[src/rtl/mac_accumulator_pkg.sv]
// Shared types and default sizing for the MAC accumulator back-end.
// Optional feature macro handled elsewhere: MAC_SAT_EN (see acc_sat_add).
package mac_acc_pkg;

  localparam int PROD_W_DEF    = 32;
  localparam int ACC_W_DEF     = 40;
  localparam int BURST_LEN_DEF = 8;

  typedef enum logic [1:0] {
    IDLE = 2'd0,
    ACC  = 2'd1,
    OUT  = 2'd2
  } state_e;

  // Counter must hold the value BURST_LEN itself, not just BURST_LEN-1.
  function automatic int cnt_w(input int burst_len);
    return $clog2(burst_len + 1);
  endfunction

endpackage

[src/rtl/mac_accumulator_if.sv]
// Product-in / burst-sum-out handshake bundle for mac_accumulator.
// slv = accumulator side, mst = producer/consumer side.
interface mac_accumulator_if
  import mac_acc_pkg::*;
#(
  parameter int PROD_W = PROD_W_DEF,
  parameter int ACC_W  = ACC_W_DEF,
  parameter int CNT_W  = cnt_w(BURST_LEN_DEF)
);

  logic              in_valid;
  logic              in_ready;
  logic [PROD_W-1:0] prod;
  logic              in_last;

  logic              out_valid;
  logic              out_ready;
  logic [ACC_W-1:0]  out_acc;
  logic [CNT_W-1:0]  out_count;
  logic              out_ovf;

  modport slv (
    input  in_valid, prod, in_last, out_ready,
    output in_ready, out_valid, out_acc, out_count, out_ovf
  );

  modport mst (
    output in_valid, prod, in_last, out_ready,
    input  in_ready, out_valid, out_acc, out_count, out_ovf
  );

endinterface

[src/rtl/mac_accumulator_acc_sat_add.sv]
// Combinational accumulator adder: acc + zero-extended product with carry out.
// With MAC_SAT_EN defined the sum clamps to all-ones on carry.
module acc_sat_add #(
  parameter int ACC_W  = 40,
  parameter int PROD_W = 32
) (
  input  logic [ACC_W-1:0]  acc_i,
  input  logic [PROD_W-1:0] prod_i,
  output logic [ACC_W-1:0]  sum_o,
  output logic              carry_o
);

  logic [ACC_W:0] full;
  logic [ACC_W:0] prod_ext;

  assign prod_ext = {{(ACC_W + 1 - PROD_W){1'b0}}, prod_i};
  assign full     = {1'b0, acc_i} + prod_ext;
  assign carry_o  = full[ACC_W];

`ifdef MAC_SAT_EN
  // Once clamped, any further nonzero product carries again, so the clamp sticks.
  assign sum_o = carry_o ? {ACC_W{1'b1}} : full[ACC_W-1:0];
`else
  assign sum_o = full[ACC_W-1:0];
`endif

endmodule

[src/rtl/mac_accumulator.sv]
// Burst MAC back-end: sums up to BURST_LEN products, presents sum/count/overflow.
// Optional clamp on overflow via MAC_SAT_EN (inside acc_sat_add).
module mac_accumulator
  import mac_acc_pkg::*;
#(
  parameter int PROD_W    = PROD_W_DEF,
  parameter int ACC_W     = ACC_W_DEF,
  parameter int BURST_LEN = BURST_LEN_DEF
) (
  input  logic           clk,
  input  logic           rst,
  input  logic           clr,
  mac_accumulator_if.slv bus
);

  localparam int CNT_W = cnt_w(BURST_LEN);

  if (ACC_W < PROD_W + 1) begin : g_bad_acc_w
    $error("mac_accumulator: ACC_W must be >= PROD_W+1");
  end
  if (BURST_LEN < 1) begin : g_bad_burst
    $error("mac_accumulator: BURST_LEN must be >= 1");
  end

  state_e           state_q;
  logic [ACC_W-1:0] acc_q;
  logic [CNT_W-1:0] cnt_q;
  logic             ovf_q;
  logic             out_valid_q;
  logic [ACC_W-1:0] out_acc_q;
  logic [CNT_W-1:0] out_count_q;
  logic             out_ovf_q;

  logic [ACC_W-1:0] acc_base;
  logic [ACC_W-1:0] sum_d;
  logic             carry;
  logic [CNT_W-1:0] cnt_d;
  logic             ovf_d;
  logic             done_d;
  logic             accept;
  logic             emit;

  assign bus.in_ready  = (state_q != OUT);
  assign accept        = bus.in_valid & bus.in_ready;
  assign emit          = out_valid_q & bus.out_ready;

  assign bus.out_valid = out_valid_q;
  assign bus.out_acc   = out_acc_q;
  assign bus.out_count = out_count_q;
  assign bus.out_ovf   = out_ovf_q;

  // IDLE starts a fresh burst: add onto zero so the first product loads directly.
  assign acc_base = (state_q == IDLE) ? '0 : acc_q;

  acc_sat_add #(
    .ACC_W  (ACC_W),
    .PROD_W (PROD_W)
  ) u_add (
    .acc_i   (acc_base),
    .prod_i  (bus.prod),
    .sum_o   (sum_d),
    .carry_o (carry)
  );

  always_comb begin
    cnt_d  = '0;
    ovf_d  = 1'b0;
    done_d = 1'b0;
    if (state_q == IDLE) begin
      cnt_d = CNT_W'(1);
      ovf_d = carry;
    end else begin
      cnt_d = cnt_q + CNT_W'(1);
      ovf_d = ovf_q | carry;
    end
    done_d = bus.in_last | (cnt_d == CNT_W'(BURST_LEN));
  end

  always_ff @(posedge clk) begin
    if (rst || clr) begin
      state_q     <= IDLE;
      acc_q       <= '0;
      cnt_q       <= '0;
      ovf_q       <= 1'b0;
      out_valid_q <= 1'b0;
      out_acc_q   <= '0;
      out_count_q <= '0;
      out_ovf_q   <= 1'b0;
    end else begin
      unique case (state_q)
        IDLE, ACC: begin
          if (accept) begin
            acc_q <= sum_d;
            cnt_q <= cnt_d;
            ovf_q <= ovf_d;
            if (done_d) begin
              state_q     <= OUT;
              out_valid_q <= 1'b1;
              out_acc_q   <= sum_d;
              out_count_q <= cnt_d;
              out_ovf_q   <= ovf_d;
            end else begin
              state_q <= ACC;
            end
          end
        end
        OUT: begin
          if (emit) begin
            state_q     <= IDLE;
            out_valid_q <= 1'b0;
          end
        end
        default: begin
          state_q     <= IDLE;
          out_valid_q <= 1'b0;
        end
      endcase
    end
  end

endmodule
[src/flat_wrapper.sv]
// flat-port wrapper written by rule: the top's interface ports become plain ports
module mac_accumulator_flat import mac_acc_pkg::*;
#(
  parameter int PROD_W    = PROD_W_DEF,
  parameter int ACC_W     = ACC_W_DEF,
  parameter int BURST_LEN = BURST_LEN_DEF
)
  (clk, rst, clr, bus_in_valid, bus_prod, bus_in_last, bus_out_ready, bus_in_ready, bus_out_valid, bus_out_acc, bus_out_count, bus_out_ovf);
  mac_accumulator_if #(.PROD_W(PROD_W), .ACC_W(ACC_W)) bus_i ();
  input  logic clk;
  input  logic rst;
  input  logic clr;
  input wire logic [$bits(bus_i.in_valid)-1:0] bus_in_valid;
  input wire logic [$bits(bus_i.prod)-1:0] bus_prod;
  input wire logic [$bits(bus_i.in_last)-1:0] bus_in_last;
  input wire logic [$bits(bus_i.out_ready)-1:0] bus_out_ready;
  output wire logic [$bits(bus_i.in_ready)-1:0] bus_in_ready;
  output wire logic [$bits(bus_i.out_valid)-1:0] bus_out_valid;
  output wire logic [$bits(bus_i.out_acc)-1:0] bus_out_acc;
  output wire logic [$bits(bus_i.out_count)-1:0] bus_out_count;
  output wire logic [$bits(bus_i.out_ovf)-1:0] bus_out_ovf;
  assign bus_i.in_valid = bus_in_valid;
  assign bus_i.prod = bus_prod;
  assign bus_i.in_last = bus_in_last;
  assign bus_i.out_ready = bus_out_ready;
  assign bus_in_ready = bus_i.in_ready;
  assign bus_out_valid = bus_i.out_valid;
  assign bus_out_acc = bus_i.out_acc;
  assign bus_out_count = bus_i.out_count;
  assign bus_out_ovf = bus_i.out_ovf;
  mac_accumulator #(.PROD_W(PROD_W), .ACC_W(ACC_W), .BURST_LEN(BURST_LEN)) u_core (.clk(clk), .rst(rst), .clr(clr), .bus(bus_i));
endmodule
[config.mk]
export PLATFORM = sky130hd
export DESIGN_NAME = mac_accumulator_flat
export DESIGN_NICKNAME = d
export VERILOG_FILES = /design/src/rtl/mac_accumulator_pkg.sv /design/src/rtl/mac_accumulator_if.sv /design/src/rtl/mac_accumulator_acc_sat_add.sv /design/src/rtl/mac_accumulator.sv /design/src/flat_wrapper.sv
export SDC_FILE = /design/constraint.sdc
export NUM_CORES = 1
export LEC_CHECK = 0
export ABC_CLOCK_PERIOD_IN_PS = 5000
export CAP_MARGIN = 0
export CORE_AREA = 10 10 115 117
export DETAILED_ROUTE_END_ITERATION = 10
export DIE_AREA = 0 0 125 127
export HOLD_SLACK_MARGIN = 0.08
export PLACE_DENSITY = 0.79
export SYNTH_ARGS = -nofsm -noshare
export SYNTH_HDL_FRONTEND = slang
export SYNTH_SLANG_ARGS = --single-unit
[constraint.sdc]
create_clock -name clk -period 5 [get_ports clk]
set_input_delay 0.75 -clock clk [delete_from_list [all_inputs] [get_ports clk]]
set_output_delay 0.75 -clock clk [all_outputs]
set_load 0.05 [all_outputs]
* Word-level counts from Yosys, hierarchy flattened
Cells that the tools add are included.
Word-level totals: register bits 93, input port bits 38, output and inout port bits 47, logic and storage cells 39
Cells by class: $add $sub $neg 2, equal/unequal tests 7, mux-type cells 11, bitwise operators 4, reduce and logical (&&, ||, !) cells 7
Operators by type and width (count):
- $add A40 B32 Y41 | 1
- $mux W40 | 1
- $mux W2 | 3
- $ne A2 B1 Y1 const B | 3
- $reduce_and A3 Y1 | 2
- $add A4 B1 Y4 const B | 1
- $eq A4 B4 Y1 const B | 1
- $mux W1 | 4
- $mux W4 | 1
- $pmux W2 S2 | 1
- $reduce_and A2 Y1 | 2
- $and A1 B1 Y1 | 2
- $eq A2 B1 Y1 const B | 1
- $eq A2 B2 Y1 const B | 1
- $logic_not A2 Y1 | 1
- $ne A2 B2 Y1 const B | 1
- $or A1 B1 Y1 | 2
- $pmux W1 S2 | 1
- $reduce_or A2 Y1 | 1
- $logic_or A1 B1 Y1 | 1

* Longest topological paths before layout
Gate-level depths: netlist of run 1.
depth in word-level cells 7, mapped depth 16, mapped depth without buffers 12

* By module
Synthesis of run 1 repeated with hierarchy kept, for this count alone.
Unflattened totals: cell total of the unflattened synthesis 808, area, all modules 6273.5 um2
Modules (own cells, without submodules):
- mac_accumulator | instances 1, cells an instance 466, area each 3897.5 um2, seq. area each 1861.8 um2
- acc_sat_add | instances 1, cells an instance 342, area each 2376.0 um2, seq. area each 0.0 um2

* Worst setup path before layout of run 1
No wires, ideal clock.
kind register -> register, from register u_core.state_q[1], to register u_core.out_acc_q[34], in the netlist u_core.bus.out_acc[34], setup time 75 ps, arrival 3566 ps, required time 4925 ps, path slack 1359 ps, cell stages (with the launch flop) 17, buffers on the path 5, period minus slack after synthesis 3641 ps, cells stage by stage dfxtp_1 or2_2 clkbuf_1 clkbuf_1 clkbuf_1 clkbuf_1 and2_1 ha_1 buf_2 and3_4 a221oi_2 o21ai_1 a21o_1 a21oi_1 nand2_2 or3_1 a31oi_1
On the way: longest elaborated chain between the ends 5, elaborated cells between the ends (all ways) 11, classes of those cells add/sub: 1; eq/ne: 3; mux: 2; bitwise: 2; reduce/logical: 3
RTL lines:
- from (decl) | line mac_accumulator.sv:25 | state_e state_q;
- from (signal assigned) | line mac_accumulator.sv:81 | state_q <= IDLE;
- from (signal assigned) | line mac_accumulator.sv:97 | state_q <= OUT;
- from (signal assigned) | line mac_accumulator.sv:103 | state_q <= ACC;
- parallel branches: the longest is 5 deep, another holds $add A40 B32 Y41
- to (signal assigned) | line mac_accumulator.sv:99 | out_acc_q <= sum_d;
- to (decl) | line mac_accumulator.sv:30 | logic [ACC_W-1:0] out_acc_q;
Several ways; the timed one is not identified. A chain may end at the register's enable or synchronous reset.

* Worst setup path in the final report of run 1
from register u_core.state_q[1], to register u_core.out_acc_q[33], in the netlist u_core.bus.out_acc[33]
The elaborated chain is that of the path after synthesis.

==> impl_metrics.csv, run 1 <==
group,metric,value,unit
synth,synth_cell_types,73,
cts,cts_max_level,3,
routing,drcViolationCount,0,
routing,drt_iter0_drc,487,
finish,drive_above_1_share,5.55,%
grt,overflow,0,
die,rows,39,
sta,finalMaxSlewViolations,0,
synth,async_flop_share,0,%
synth,ys.flop_type,"dfxtp_1",
finish,mostFrequentLayoutCell,"nand2_1",
sta,finalHoldViolCount,0,
cts,cts_resized,0,
die,die_area,0.0159,sq mm
outcome,status,"completed",
synth,synthCells,753,
finish,areaGrowthSynthToFinish,19.8,%
sta,fin_setup_tns,0,ns
synth,synth_area,0.00584,sq mm
die,die_y,127,um
cts,clock_latency,0.35,ns
finish,insertedDiodeCount,0,
sta,min_period,3.85,ns
die,dieWidth,125,um
sta,max_freq,0.260,GHz
setup_path,cp_data_arrival_time,4.10,ns
cts,cts.clk_slew.worst_paths,0.07,ns
grt,grt_max_degree,70,
run,maxCapViolations,0,
setup_path,end_kind,"flop",
setup_path,path_class,"flop to flop",
min_path,hp-class,"flop to flop",
routing,wl_per_cell,17.9,um
finish,fillers,1014,
sta,rsz0062_at_grt,"false",
synth,synth_nets,825,
grt,antenna_found_initial,0,
grt,track_usage,21.4,%
cts,cts_tree,"built",
sta,setup_viol,0,
grt,grt_pass1_wl,28900,um
placed_design,post-dp-hpwl,12100,um
routing,route.vias.total,5791,
cts,holdBufCountCts,0,
sta,post-route-period-util,77.0,%
routing,routed_via_density,6.07,
synth,avgSynthCellArea,7.76,sq um
synth,synth_edf_count,0,
finish,final_cell_mix,"121 x nand2_1, 93 x dfxtp_1, 84 x clkdlybuf4s50_1, 78 x a21oi_1, 42 x nor2_1",
synth,yosys_warnings,0,
routing,final_antenna_net_count,0,
cts,cts_buffer_depth,2,
power_and_ir_drop,power.density,239,mW/mm^2
setup_path,critPathMaxFanout,34,
power_and_ir_drop,irDropWorstVdd,0.153,mV
setup_path,cp_data_required_time,5.25,ns
routing,dr.pass1.iters,6,
synth,ys_seq_area_share,31.9,%
cts,cts_sinks,93,
cts,cts_setup_buffers,0,
setup_path,start_kind,"flop",
sta,worstMarginPinSlew,1.10,ns
grt,first_global_vias,5776,
cts,clockRootBuffer,"clkbuf_16",
finish,nNetsFinal,880,
sta,fin_skew,0.00699,ns
power_and_ir_drop,power.total,1.67,mW
die,ios,85,
finish,finalCoreUtilization,62.9,%
routing,drt-total-wl,17100,um
die,start_util,52.5,%
sta,fin_hold_ws,0.450,ns
synth,ys_ff_latch,93,
cts,cts_buffers,9,
placed_design,gp_congestion,0.937,
sta,relSlewSlack,26.8,%
placed_design,port_buffers,84,
power_and_ir_drop,p_leak,2.74,nW
die,core_area,0.0111,sq mm
==> area by class of cell <==
cell class,instances,area (sq um),share of cell area (%)
multi-input combinational,603,3760,53.7
sequential,93,1860,26.6
timing repair buffer,92,901,12.9
clock buffer,11,243,3.47
tap,143,179,2.56
inverter,9,33.8,0.483
clock inverter,3,21.3,0.304
==> report_power, final <==
group | internal (mW) | switching, mW | leakage, nW | total (mW)
logic | 0.0944 | 0.168 | 1.86 | 0.262
clock network | 0.347 | 0.296 | 0.128 | 0.643
registers | 0.759 | 0.00991 | 0.754 | 0.769
total | 1.20 | 0.473 | 2.74 | 1.67
==> per-stage QoR <==
stage	cell area, sq um	std cells	setup slack [ns]
2_1_floorplan	5840	753	1.36
3_3_place_gp	6740	940	1.25
3_5_place_dp	6740	940	1.14
4_1_cts	7000	954	1.12
5_1_grt	7000	954	0.760
6_report	7000	954	1.15
==> per-layer routing <==
layer | global-route usage (%) | part of all wire [%] | up-vias
li1 | - | - | 2834
met1 | 26.6 | 45 | 2730
met2 | 35.5 | 47 | 200
met3 | 4.63 | 6.3 | 27
met4 | 7.99 | 2.0 | 0
met5 | 0 | 0 | -
==> path summary, 6_finish.rpt <==
kind | endpoint | from | cells after the start | slack, ns
hold reg to reg | u_core.acc_q[6] | u_core.acc_q[6] | 2 | 0.45
hold / removal | u_core.acc_q[6] | u_core.acc_q[6] | 2 | 0.45
setup / recovery | u_core.bus.out_acc[33] | u_core.state_q[1] | 12 | 1.15
setup reg to reg | u_core.bus.out_acc[33] | u_core.state_q[1] | 12 | 1.15
==> sequential cells by signal (all words and copies together) (netlist names) <==
name	flops
u_core.acc_q	40
u_core.bus.out_acc	40
u_core.bus.out_count	4
u_core.bus.out_ovf	1
u_core.bus.out_valid	1
u_core.cnt_q	4
u_core.ovf_q	1
u_core.state_q	2
==> synth_stat cells, drive strengths merged (3+ instances only) <==
library cell / instances / area (sq um)
o41ai: 3 / 33.8
a31oi: 11 / 83.8
or4: 5 / 37.5
o21ai: 38 / 190
xnor2: 17 / 149
nand3: 31 / 155
dfxtp: 93 / 1860
buf: 11 / 56.3
a211oi: 17 / 150
o211a: 3 / 30.0
a311oi: 3 / 26.3
nor4: 3 / 18.8
nand2b: 8 / 57.6
o22ai: 3 / 18.8
nor2: 44 / 165
o21a: 7 / 52.6
ha: 33 / 413
nand2: 122 / 460
o2111ai: 4 / 35.0
nor3: 13 / 65.1
inv: 9 / 33.8
nand4: 11 / 68.8
and2: 38 / 240
clkbuf: 37 / 139
or2: 5 / 31.3
a211o: 5 / 43.8
nor2b: 3 / 18.8
mux2i: 3 / 30.0
and4: 3 / 27.5
o21bai: 3 / 22.5
and3: 9 / 61.3
o211ai: 8 / 60.1
xor2: 10 / 87.6
a21o: 20 / 150
a21oi: 78 / 390
or3: 9 / 58.8
a221o: 4 / 40.0
==> logic make-up after synthesis <==
logic type / synth area share, %
DFF: 31.9
and+or+nand+nor: 26.1
muxes: 0.514
adders and majority gates: 7.41
AOI/OAI and AO/OA: 26.2
xor gates and xnor gates: 4.05
buffers and inverters: 3.92
==> worst max-delay path, stage by stage (launching register included) <==
cell and delay, ns:
dfxtp_1 0.44, or2_2 0.55, buf_4 0.32, and2_1 0.15
ha_1 0.35, a211oi_1 0.33, o21ai_0 0.15, a221o_1 0.36
a32o_2 0.25, a211oi_4 0.38, nand2b_4 0.22, xnor2_1 0.07
o41ai_2 0.18
No activity file was read; power rests on OpenSTA's default activity.
==> run 2: changes to the inputs <==
- ABC_CLOCK_PERIOD_IN_PS: 5000 -> 4000
- clock period: 5 -> 4 ns (I/O delays scaled with it)
==> run 2 against run 1 <==
Net effect: design area increased by 0.91%; power increased by 26%; count of clock-buffer cells in the layout decreased by 1; critical path depth unchanged; largest cell class unchanged; highest routed layer unchanged.
==> impl_metrics.csv, run 2 (same netlist as run 1, synthesis figures left out) <==
group,metric,value,unit
run,maxCapViolations,0,
power_and_ir_drop,power.density,299,mW/mm^2
sta,max_freq,0.269,GHz
setup_path,r2r_cells,12,
setup_path,path_cells,"or2_2 > buf_4 > and2_1 > fa_1 > a21o_1 > a21oi_1 > or2_1 > o311ai_1 > o2111ai_1 > nand2_2 > or3_1 > a31oi_1",
sta,min_period,3.72,ns
setup_path,startpoint,"u_core.state_q[1]",
grt,overflow,0,
placed_design,port_buffers,84,
power_and_ir_drop,power.total,2.11,mW
grt,grt_pass1_wl,28800,um
min_path,hp-class,"flop to flop",
routing,route.vias.total,5856,
sta,fin_setup_tns,0,ns
power_and_ir_drop,p_leak,2.78,nW
cts,cts.clk_slew.worst_paths,0.06,ns
die,dieWidth,125,um
power_and_ir_drop,p_int,1.51,mW
sta,rsz0062_at_grt,"false",
setup_path,start_kind,"flop",
sta,setup_viol,0,
setup_path,rrSetupSlack,0.28,ns
power_and_ir_drop,p_comb_share,15.8,%
power_and_ir_drop,power.switching,0.607,mW
die,die_area,0.0159,sq mm
finish,final_cell_mix,"121 x nand2_1, 93 x dfxtp_1, 84 x clkdlybuf4s50_1, 78 x a21oi_1, 42 x nor2_1",
placed_design,gp_congestion,0.968,
finish,nNetsFinal,887,
finish,drive_above_1_share,6.59,%
power_and_ir_drop,switching_share,28.7,%
placed_design,dp_worst_setup_slack,0.319,ns
routing,final_antenna_net_count,0,
sta,finalMaxSlewViolations,0,
die,ios,85,
routing,dr.pass1.iters,7,
grt,track_usage,21.5,%
cts,cts_sinks,93,
cts,clock_latency,0.36,ns
setup_path,slowest_delay,0.49,ns
routing,drt_iter0_drc,520,
sta,finalHoldViolCount,0,
die,die_y,127,um
outcome,status,"completed",
cts,cts_resized,0,
cts,holdBufCountCts,0,
setup_path,cp-endpoint,"u_core.bus.out_acc[34]",
setup_path,critPathMaxFanout,20,
die,core_area,0.0111,sq mm
setup_path,rr_startpoint,"u_core.state_q[1]",
setup_path,end_kind,"flop",
die,rows,39,
finish,areaGrowthSynthToFinish,20.9,%
routing,drt-total-wl,17400,um
setup_path,path_class,"flop to flop",
finish,fillers,1012,
sta,post-route-period-util,92.9,%
setup_path,reg2reg_to,"u_core.bus.out_acc[34]",
routing,routed_via_density,6.09,
sta,fin_skew,0.0132,ns
grt,first_global_vias,5736,
grt,antenna_found_initial,0,
finish,insertedDiodeCount,0,
routing,drcViolationCount,0,
setup_path,cp_data_arrival_time,4.00,ns
power_and_ir_drop,seqPwrFrac,45.5,%
power_and_ir_drop,irDropWorstVdd,0.207,mV
die,start_util,52.5,%
sta,relSlewSlack,40.4,%
power_and_ir_drop,clkPwrFrac,38.7,%
finish,finalCoreUtilization,63.5,%
cts,clockRootBuffer,"clkbuf_16",
cts,cts_tree,"built",
sta,worstMarginPinSlew,0.894,ns
routing,wl_per_cell,18.1,um
placed_design,post-dp-hpwl,12700,um
cts,cts_buffer_depth,2,
setup_path,slowest_stage,"or2_2",
cts,cts_buffers,9,
grt,grt_max_degree,50,
cts,cts_max_level,3,
setup_path,cp_data_required_time,4.28,ns
cts,cts_setup_buffers,0,
sta,worst_slack,0.283,ns
finish,mostFrequentLayoutCell,"nand2_1",
run 2: cell count changes in the layout (fill, tap and decap cells not counted), sizes merged:
cell / previous run / this run
buf: 8 / 15
clkinvlp: 1 / 0
clkinv: 1 / 4
clkbuf: 11 / 10
run 2: metal layers:
layer	up-vias	GRT usage [%]	part of all wire (%)
met2	209	35.4	47
met4	0	10.1	2.4
met5	-	0	0
met1	2771	26.2	44
li1	2842	-	-
met3	34	4.63	6.1
run 2: final cells by class:
| cell class | count | area (sq um) | share of cell area [%] |
|---|---|---|---|
| tap | 143 | 179 | 2.53 |
| clock buffer | 10 | 239 | 3.38 |
| sequential | 93 | 1860 | 26.4 |
| timing repair buffer | 99 | 953 | 13.5 |
| multi-input combinational | 603 | 3760 | 53.2 |
| inverter | 9 | 33.8 | 0.478 |
| clock inverter | 5 | 36.3 | 0.514 |
run 2: how the worst min path moves through the flow:
| stage | endpoint | cells past startpoint | startpoint |
|---|---|---|---|
| after global routing | u_core.bus.out_acc[14] | 2 | u_core.bus.out_acc[14] |
| after detailed placement | u_core.acc_q[30] | 2 | u_core.acc_q[30] |
| after floorplan | u_core.acc_q[20] | 2 | u_core.acc_q[20] |
| after CTS | u_core.acc_q[12] | 2 | u_core.acc_q[12] |
| final | u_core.acc_q[6] | 2 | u_core.acc_q[6] |
| after global placement | u_core.acc_q[30] | 2 | u_core.acc_q[30] |
run 2: stage by stage:
step                hold WS, ns  instances  area (sq um)
floorplan                 0.417        753          5840
global placement          0.429        947          6790
detailed placement        0.440        947          6790
CTS                       0.454        962          7060
global route              0.470        962          7060
finish                    0.452        962          7060
run 2: power by group through the flow:
| stage | Clock (mW) | Sequential [mW] | Combinational [mW] |
|---|---|---|---|
| after floorplan | 0 | 1.01 | 0.176 |
| after global placement | 0 | 0.981 | 0.324 |
| after detailed placement | 0 | 0.982 | 0.330 |
| after CTS | 0.838 | 0.961 | 0.332 |
| after global routing | 0.863 | 0.963 | 0.362 |
| final | 0.819 | 0.961 | 0.334 |
run 2: critical path: cells and delay by family, from the launching register on:
kind | cells | cell delay, ns
buf+inv | 1 | 0.26
simple gates | 5 | 1.47
compound gates | 5 | 1.08
flops | 1 | 0.37
fa+ha+maj | 1 | 0.44
==> run 3: changes to the inputs <==
- CORE_AREA: 10 10 115 117 -> 2 2 107 109
- DIE_AREA: 0 0 125 127 -> 0 0 109 111
==> run 3 against run 2 <==
Net effect: power up 5.8%; highest routed layer unchanged; first-iteration DRC count down 30%; critical path depth unchanged; largest power group unchanged; sequential share of layout area down 0.11 points; sequential cell count unchanged; maximum frequency up 4.1%.
==> impl_metrics.csv, run 3 (same netlist as run 1, synthesis figures left out) <==
group,metric,value,unit
outcome,status,"completed",
finish,insertedDiodeCount,0,
sta,min_period,3.57,ns
setup_path,start_kind,"flop",
grt,antenna_found_initial,0,
cts,cts.clk_slew.worst_paths,0.07,ns
finish,mostFrequentLayoutCell,"nand2_1",
routing,wl_met3,1080,um
routing,route.vias.total,5873,
die,die_y,111,um
power_and_ir_drop,p_leak,2.78,nW
cts,cts_max_level,3,
die,start_util,52.7,%
cts,cts_buffer_depth,2,
power_and_ir_drop,power.density,315,mW/mm^2
setup_path,crit_family,"simple AND/OR/NAND/NOR gates",
die,ios,85,
cts,holdBufCountCts,0,
cts,cts_setup_buffers,0,
placed_design,placed_cells,944,
placed_design,post-dp-hpwl,11900,um
finish,stdcell_count,960,
die,dieWidth,109,um
run,maxCapViolations,0,
finish,finalCoreUtilization,64.0,%
finish,areaGrowthSynthToFinish,21.4,%
cts,cts_tree,"built",
routing,dr.pass1.iters,5,
sta,fin_setup_tns,0,ns
routing,drcViolationCount,0,
routing,dr.max_layer_used,"met4",
routing,wl_met1,7310,um
sta,finalMaxSlewViolations,0,
sta,setup_viol,0,
sta,fin_hold_ws,0.451,ns
routing,final_antenna_net_count,0,
setup_path,slowest_delay,0.41,ns
cts,cts_resized,0,
sta,fin_skew,0.00807,ns
power_and_ir_drop,power.total,2.24,mW
finish,final_cell_mix,"121 x nand2_1, 93 x dfxtp_1, 84 x clkdlybuf4s50_1, 78 x a21oi_1, 42 x nor2_1",
setup_path,critPathMaxFanout,36,
power_and_ir_drop,irDropWorstVdd,0.237,mV
sta,max_freq,0.280,GHz
routing,drt_iter0_drc,364,
finish,fillers,996,
die,core_area,0.0111,sq mm
setup_path,end_kind,"flop",
grt,grt_max_degree,39,
finish,drive_above_1_share,6.24,%
routing,routed_via_density,6.12,
grt,first_global_vias,5685,
routing,wl_per_cell,17.3,um
cts,clock_latency,0.35,ns
min_path,hp-class,"flop to flop",
setup_path,path_class,"flop to flop",
setup_path,slowest_stage,"or2_4",
finish,nNetsFinal,884,
cts,cts_sinks,93,
setup_path,cp_data_required_time,4.27,ns
setup_path,path_cells,"or2_4 > and2_1 > ha_1 > fa_1 > a21o_1 > a21oi_1 > or2_1 > o311ai_1 > o2111ai_1 > nand2_2 > or3_1 > a31oi_1",
die,rows,39,
routing,route.met2.wl,7590,um
placed_design,gp_congestion,0.948,
placed_design,port_buffers,84,
routing,drt-total-wl,16600,um
grt,overflow,0,
die,die_area,0.0121,sq mm
setup_path,cp_data_arrival_time,3.84,ns
sta,worstMarginPinSlew,0.808,ns
cts,clockRootBuffer,"clkbuf_16",
grt,grt_pass1_wl,27500,um
sta,relSlewSlack,46.2,%
cts,cts_buffers,9,
sta,post-route-period-util,89.3,%
sta,finalHoldViolCount,0,
sta,rsz0062_at_grt,"false",
grt,track_usage,28.2,%
setup_path,crit_buf_inv,0,
-- run 3: per-layer routing --
layer  global-route usage [%]  vias up
met5                        0        -
met4                     12.9        0
met3                     3.88       58
met2                     44.8      236
met1                     37.5     2740
li1                         -     2839
-- run 3: path summary, 6_finish.rpt --
check	start	endpoint	slack (ns)	depth (start not counted)
worst max register to register	u_core.state_q[1]	u_core.bus.out_acc[34]	0.43	12
worst max-delay path	u_core.state_q[1]	u_core.bus.out_acc[34]	0.43	12
worst min register to register	u_core.acc_q[20]	u_core.acc_q[20]	0.45	2
worst min-delay path	u_core.acc_q[20]	u_core.acc_q[20]	0.45	2
-- run 3: final cells by class --
class | instances | area [sq um] | area share (%)
multi-input combinational | 603 | 3760 | 53.1
sequential | 93 | 1860 | 26.3
timing repair buffer | 96 | 931 | 13.1
clock buffer | 10 | 229 | 3.23
tap | 143 | 179 | 2.52
clock inverter | 6 | 95.1 | 1.34
inverter | 9 | 33.8 | 0.476
-- run 3: per-stage QoR --
step	cell area, sq um	worst slack [ns]
6_report	7090	0.428
5_1_grt	7090	0.121
4_1_cts	7090	0.225
3_5_place_dp	6770	0.258
3_3_place_gp	6770	0.395
2_1_floorplan	5840	0.359
-- run 3: report_power, final --
part	switching [mW]	leakage, nW	total [mW]	internal (mW)
clock network	0.390	0.151	0.943	0.554
logic	0.211	1.88	0.332	0.120
registers	0.0125	0.754	0.961	0.948
total	0.614	2.78	2.24	1.62
-- run 3: tightest hold or removal path, stage by stage, from the launching register on --
cell and delay, ns:
dfxtp_1 0.32, nand2_1 0.04, o21ai_0 0.06
